### src/rtl/pipe_stage_elastic.sv
`default_nettype none
// ============================================================================
// pipe_stage_elastic : valid/ready register slice with a one-entry skid buffer
//                      and pipeline stall/flush control.
// Revision 1.0
// ============================================================================
module pipe_stage_elastic #(
  parameter int DATA_W        = 64,
  parameter bit ZERO_ON_FLUSH = 1'b1
) (
  input  logic              clk,
  input  logic              reset,
  input  logic              flush,
  input  logic              stall,
  input  logic              in_valid,
  output logic              in_ready,
  input  logic [DATA_W-1:0] in_data,
  output logic              out_valid,
  input  logic              out_ready,
  output logic [DATA_W-1:0] out_data,
  output logic [1:0]        occupancy
);

  typedef enum logic [1:0] {
    EMPTY = 2'd0,
    BUSY  = 2'd1,
    FULL  = 2'd2
  } state_t;

  state_t            state_q, state_d;
  logic [DATA_W-1:0] main_q, main_d;
  logic [DATA_W-1:0] skid_q, skid_d;
  logic              accept;
  logic              pop;

  // in_ready looks only at registered state, so out_ready never reaches it.
  assign in_ready  = (state_q != FULL) && !stall && !reset;
  assign out_valid = (state_q != EMPTY) && !stall;
  assign out_data  = main_q;
  assign occupancy = state_q;

  assign accept = in_valid && in_ready;
  assign pop    = out_valid && out_ready;

  always_comb begin
    state_d = state_q;
    main_d  = main_q;
    skid_d  = skid_q;
    if (flush) begin
      state_d = EMPTY;
      if (ZERO_ON_FLUSH) begin
        main_d = '0;
        skid_d = '0;
      end
    end else if (!stall) begin
      case (state_q)
        EMPTY: begin
          if (accept) begin
            main_d  = in_data;
            state_d = BUSY;
          end
        end
        BUSY: begin
          if (accept && !pop) begin
            skid_d  = in_data;
            state_d = FULL;
          end else if (accept && pop) begin
            main_d  = in_data;
          end else if (pop) begin
            state_d = EMPTY;
          end
        end
        FULL: begin
          if (pop) begin
            main_d  = skid_q;
            state_d = BUSY;
          end
        end
        default: state_d = EMPTY;
      endcase
    end
  end

  always_ff @(posedge clk) begin
    if (reset) begin
      state_q <= EMPTY;
      main_q  <= '0;
      skid_q  <= '0;
    end else begin
      state_q <= state_d;
      main_q  <= main_d;
      skid_q  <= skid_d;
    end
  end

endmodule
`default_nettype wire

### config.mk
export PLATFORM = sky130hd
export DESIGN_NAME = pipe_stage_elastic
export DESIGN_NICKNAME = d
export VERILOG_FILES = /design/src/rtl/pipe_stage_elastic.sv
export SDC_FILE = /design/constraint.sdc
export NUM_CORES = 1
export LEC_CHECK = 0
export ABC_AREA = 1
export CAP_MARGIN = 0
export CORE_MARGIN = 2
export CORE_UTILIZATION = 50
export CTS_CLUSTER_SIZE = 8
export DETAILED_ROUTE_END_ITERATION = 8
export PLACE_DENSITY_LB_ADDON = 0.3
export SYNTH_ARGS = -nofsm -noshare
export SYNTH_HDL_FRONTEND = slang
export SYNTH_SLANG_ARGS = --single-unit
### constraint.sdc
create_clock -name clk -period 1.7 [get_ports clk]
set_clock_uncertainty 0.2 [all_clocks]
set_input_delay 0.17 -clock clk [delete_from_list [all_inputs] [get_ports clk]]
set_output_delay 0.17 -clock clk [all_outputs]
set_load 0.005 [all_outputs]
# Word-level counts from Yosys, hierarchy flattened
# Cells that the tools add are included.
[word_totals]
regBits = 130
in_bits = 70
word_cells = 41
[classes]
n_eq_ne = 9
muxes = 11
bitwise = 1
n_reduce_logical = 17
[op_table]
columns = ["cell", "count"]
rows = [
  ["64-bit 2-to-1 mux", 4],
  ["64-bit case mux with 3 select lines", 1],
  ["2-bit 2-to-1 mux", 5],
  ["2-bit inequality test (second input constant)", 5],
  ["1-bit logical AND", 7],
  ["3-bit inequality test (second input constant)", 2],
  ["2-bit case mux with 3 select lines", 1],
  ["6-bit AND reduction", 1],
  ["5-bit AND reduction", 1],
  ["1-bit zero test", 3],
  ["3-bit AND reduction", 1],
  ["3-bit nonzero test", 1],
  ["2-bit by 1-bit == test with 1-bit output (second input constant)", 1],
  ["2-bit == test (second input constant)", 1],
  ["2-bit zero test", 1],
  ["2-bit nonzero test", 1],
  ["2-bit OR reduction", 1],
  ["1-bit inverter", 1],
]

# Depth between registers and ports, before layout
[depth]
depth_word = 8
ltp_mapped = 11

# Least setup slack after synthesis
# OpenSTA, ideal clock, no wires.
[synth_path]
kind = "reg-to-reg"
startpoint = "register state_q[0] (netlist: occupancy[0])"
endpoint = "register skid_q[13]"
setup_time_ps = 116
arrival_time_ps = 1300
slack_ps = 84
path_stages_with_launch = 10
path_buffers = 2
cell_sequence = "dfxtp_1 inv_2 nand2_4 nand2_2 nor2_2 nand3_2 buf_4 buf_6 o21ai_0 nor2_1"
[synth_via]
elab_chain_cells = 6
[synth_rtl]
columns = ["element", "line", "rtl"]
rows = [
  ["from (decl)", "30", "state_t state_q, state_d;"],
  ["from (signal assigned)", "90", "state_q <= state_d;"],
  ["2-bit inequality test or 2-bit nonzero test (tied branches)", "37, 38", ""],
  ["1-bit logical AND, on equally long branches", "37, 38", ""],
  ["1-bit logical AND, on equally long branches", "37, 43", ""],
  ["1-bit logical AND or 1-bit zero test (tied branches)", "42, 64", ""],
  ["1-bit logical AND", "64", "if (accept && !pop) begin"],
  ["3-bit AND reduction (no line) (*)", "-", ""],
  ["to (signal assigned)", "92", "skid_q <= skid_d;"],
  ["to (decl)", "32", "logic [DATA_W-1:0] skid_q, skid_d;"],
]
# Every way passes the cells marked *; elsewhere a longest branch is shown, timed or not.
# A chain may end at the register's enable or synchronous reset.

# Worst setup path in the final report
[layout_path]
startpoint = "register state_q[0] (netlist: occupancy[0])"
endpoint = "register skid_q[34]"
# The elaborated chain is that of the path after synthesis.

==> Implementation_results.wiki <==
{| class="wikitable"
! Metric !! Value
|-
| Run status || complete, but fails checks
|-
| Failing checks || setup timing
|-
| Crit path arrival time || 1.91 ns
|-
| GP Congestion || a little under 0.8
|-
| F_max || 0.5518 GHz
|-
| Compound-gate portion of the synthesized area || 15.77%
|-
| Height of the die || 114.4 µm
|-
| Actual transition at the worst max-transition pin || 0.2828 ns
|-
| Max-slew violation count || 0
|-
| Setup ws final || -0.1121 ns
|-
| Cell variety after synth || 21
|-
| Number of max-cap violations || 0
|-
| Post-synth design cell area || between 6000 and 7000 µm²
|-
| Critical-path top delay cell || sky130_fd_sc_hd__dfxtp_2
|-
| Number of synthesized register bits || 130
|-
| DR vias || about 6500
|-
| Via count normalized by instance count || approximately 5.3
|-
| Xor/xnor share of the synthesized area || 0%
|-
| Port Buffers || 137
|-
| CTS clock-pin slew for the worst setup and hold paths || 0.05 ns
|-
| Worst R2R Setup Slack || -0.11 ns
|-
| Fraction of the yosys area taken by sequential cells || a little over two fifths
|-
| Design Area, Final || 9016 µm²
|-
| Number of top-level pins || 138
|-
| Proportion of synthesized area in mux cells || 0%
|-
| Worst R2R Path Depth || 9
|-
| Vias in the first global route || 5435
|-
| Standard-cell row count || 40
|-
| Clock latency at the later pin of the worst-skew pair || 0.41 ns
|-
| Num Clock Sinks || 130
|-
| Width of the chip || 114.4 µm
|-
| Worst hold path cell count || 3
|-
| Biggest area consumer among synthesized cells || sky130_fd_sc_hd__dfxtp_1
|-
| Static leakage || 3.794 nW
|-
| Worst Min Path Start || in_data[24]
|-
| Placement Cell Area || 7699 µm²
|-
| TritonCTS Buffers || 17
|-
| Max-slew headroom || 81.07%
|-
| Path type of the worst setup path || reg2reg
|-
| Adder and majority gate portion of the synthesized area || 0%
|-
| Top cell types by occurrence after synthesis || 205 x sky130_fd_sc_hd__nand2_1, 134 x sky130_fd_sc_hd__nor2_1, 130 x sky130_fd_sc_hd__dfxtp_1
|-
| DRC violations left || 0
|-
| Number of hold-repair buffers added at the cts stage || 0
|-
| Setup repair after global routing missed its margin || yes
|-
| Ys Warns || 0
|-
| Final worst path period share || 106.6%
|-
| Source of the worst register-to-register timing path || occupancy[0]$_SDFFE_PP0P_
|-
| Antenna Diode Count || 0
|-
| CP Capture Type || flop
|-
| Power consumption || 7.576 mW
|-
| Fraction of layout instances using a drive strength above 1 || ~13%
|-
| Data required time of the worst path || between 1.5 and 2 ns
|-
| Aggregate global routing overflow || 0
|-
| Cell seen most often among critical-path stages || sky130_fd_sc_hd__buf_4
|-
| Net total in the final layout || around 1100
|-
| Post-synth EDFFs || 0
|-
| Tmin final || 1.812 ns
|-
| # setup viols final || 14
|-
| Element type at the critical path start || flop
|-
| Number of nets produced by synthesis || 985
|-
| Share of flip-flops with an asynchronous set or reset after synthesis || 0%
|-
| Crit Path Max Fanout || 8
|-
| Synth Instances || 915
|-
| Kind of path behind the tightest hold check || in2reg
|-
| Detailed Routing Iterations Pass 1 || 5
|-
| Buffer cell driving the clock tree root || sky130_fd_sc_hd__clkbuf_16
|-
| Die area || about 13000 µm²
|-
| Maximum number of pins on one net before global-route repair || 62
|-
| Areal power density over the cells || 840.2 nW/µm²
|-
| Main synth FF type || sky130_fd_sc_hd__dfxtp_1
|-
| Worst stage delay on the critical path || 0.33 ns
|-
| Syn_area_per_cell || 6.658 µm²
|-
| Endpoint of the worst hold-timing path || skid_q[24]$_SDFFE_PP0P_
|-
| Buffer depth of the longest clock path || 2
|-
| Synth top area cells || sky130_fd_sc_hd__dfxtp_1 43%, sky130_fd_sc_hd__nand2_1 13%, sky130_fd_sc_hd__nor2_1 8.3%, sky130_fd_sc_hd__a21oi_1 7.9%, sky130_fd_sc_hd__o21ai_0 6.9%
|-
| Synth top area share || 42.72%
|-
| Main combinational cell family by area after synthesis || simple AND/OR/NAND/NOR gates
|-
| Initial cell density of the core || 50.93%
|-
| Core region area || 11960 µm²
|-
| Most common cell in the netlist || sky130_fd_sc_hd__nand2_1
|-
| Chain of cells forming the critical path || inv_4 > nand2_2 > buf_4 > nand3_2 > nand3_4 > buf_4 > clkbuf_16 > o21ai_0 > a21oi_1
|-
| Final number of hold-violating endpoints || 0
|-
| Final antenna-violating net count || 0
|-
| Global-route wire length before repair || 25.09 mm
|-
| Post-Synth Simple-Gate Area || 27.75%
|-
| Synthesis-to-finish area growth || 48.00%
|-
| Routed len/inst || 15.54 µm
|-
| CTS tree || done
|-
| Critical register-to-register path endpoint || skid_q[34]$_SDFFE_PP0P_
|-
| Fraction of the core area covered by cells at the end of the flow || 75.38%
|-
| Iteration-0 DRC Markers || 734
|-
| Overall Global Routing Usage || roughly a quarter
|-
| Total Wirelength || 19.02 mm
|-
| Post-detail-place hpwl || 9.148 mm
|-
| Largest voltage drop on the vdd net || 494.3 µV
|-
| Number of antenna violations at the first check in global routing || 0
|-
| CTS H-Tree Depth || 4
|}
==> power by group <==
part | internal (mW) | switching (mW)
combinational | 0.652 | 0.644
clock | 1.89 | 1.23
sequential | 3.12 | 0.0425
total | 5.66 | 1.91
==> metrics by stage <==
| stage | hold WS (ns) | instances | TNS, ns | worst slack, ns |
|---|---|---|---|---|
| detailed placement | 0.2375 | 1172 | -41.70 | -0.3819 |
| global placement | 0.2314 | 1172 | -34.61 | -0.3140 |
| finish | 0.1872 | 1224 | -0.3034 | -0.1121 |
| global route | 0.2083 | 1224 | -4.274 | -0.1624 |
| CTS | 0.1906 | 1201 | -0.4270 | -0.06453 |
| floorplan | 0.1154 | 915 | 0 | 0.08430 |
==> how the worst max path moves through the flow <==
stage                                    startpoint  cells past startpoint                   endpoint
after CTS                 occupancy[0]$_SDFFE_PP0P_                      8    skid_q[37]$_SDFFE_PP0P_
final                     occupancy[0]$_SDFFE_PP0P_                      9    skid_q[34]$_SDFFE_PP0P_
after global routing      occupancy[0]$_SDFFE_PP0P_                      9    skid_q[34]$_SDFFE_PP0P_
after global placement                        stall                     10  out_data[53]$_SDFFE_PP0P_
after detailed placement                      stall                     10  out_data[50]$_SDFFE_PP0P_
after floorplan           occupancy[0]$_SDFFE_PP0P_                      9    skid_q[13]$_SDFFE_PP0P_
==> cells by family (layout without fill, tap and decap cells) <==
group                  after synthesis  count (layout)
and+or+nand+nor                    417             419
DFF                                130             130
AOI/OAI and AO/OA                  192             192
buffers and inverters              176             336
==> cells in the final DEF (no fill, tap or decap), types with 7 or more instances in the layout <==
master,count
sky130_fd_sc_hd__inv_1,103
sky130_fd_sc_hd__dfxtp_1,126
sky130_fd_sc_hd__buf_4,16
sky130_fd_sc_hd__nand2_1,204
sky130_fd_sc_hd__a21oi_2,21
sky130_fd_sc_hd__buf_6,13
sky130_fd_sc_hd__a21oi_1,74
sky130_fd_sc_hd__clkbuf_16,30
sky130_fd_sc_hd__o21ai_0,49
sky130_fd_sc_hd__clkdlybuf4s50_1,130
sky130_fd_sc_hd__nand3_1,59
sky130_fd_sc_hd__nand3_2,8
sky130_fd_sc_hd__nor2_1,130
sky130_fd_sc_hd__clkbuf_1,7
sky130_fd_sc_hd__buf_12,15
sky130_fd_sc_hd__o21ai_1,42
==> registers in the layout (all words and copies together) (netlist names) <==
register,count
out_data,64
occupancy,2
skid_q,64
==> routing by layer <==
layer / global-route usage, % / part of all wire, %
met1: 30.26 / 43
met2: 39.45 / 49
met3: 5.823 / 6.1
met4: 9.837 / 2.1
met5: 0 / 0
==> repair_timing <==
action | CTS | global route
setup buffers | 0 | 3
pin swaps | 0 | 11
endpoints found under the hold margin | 0 | 0
cloned | 2 | 20
setup endpoints to repair | 57 | 134
resized for setup | 13 | 118
==> critical path, delay by kind of cell, from the launching register on <==
kind | cells | cell delay (ns)
buffers and inverters | 4 | 0.60
AND/OR/NAND/NOR | 3 | 0.26
flip-flops | 1 | 0.33
AO/OA/AOI/OAI | 2 | 0.30
==> layout make-up <==
type / count / area (µm²)
inverters: 108 / 425.4
fillers: 894 / 2945
multi-input cells: 611 / 2914
well taps: 147 / 183.9
clock buffers: 26 / 479.2
clock inverters: 1 / 5.005
repair buffers: 200 / 2390
flip-flops and latches: 130 / 2610
repair inverters: 1 / 8.758
(Power assumes the default switching activity.)
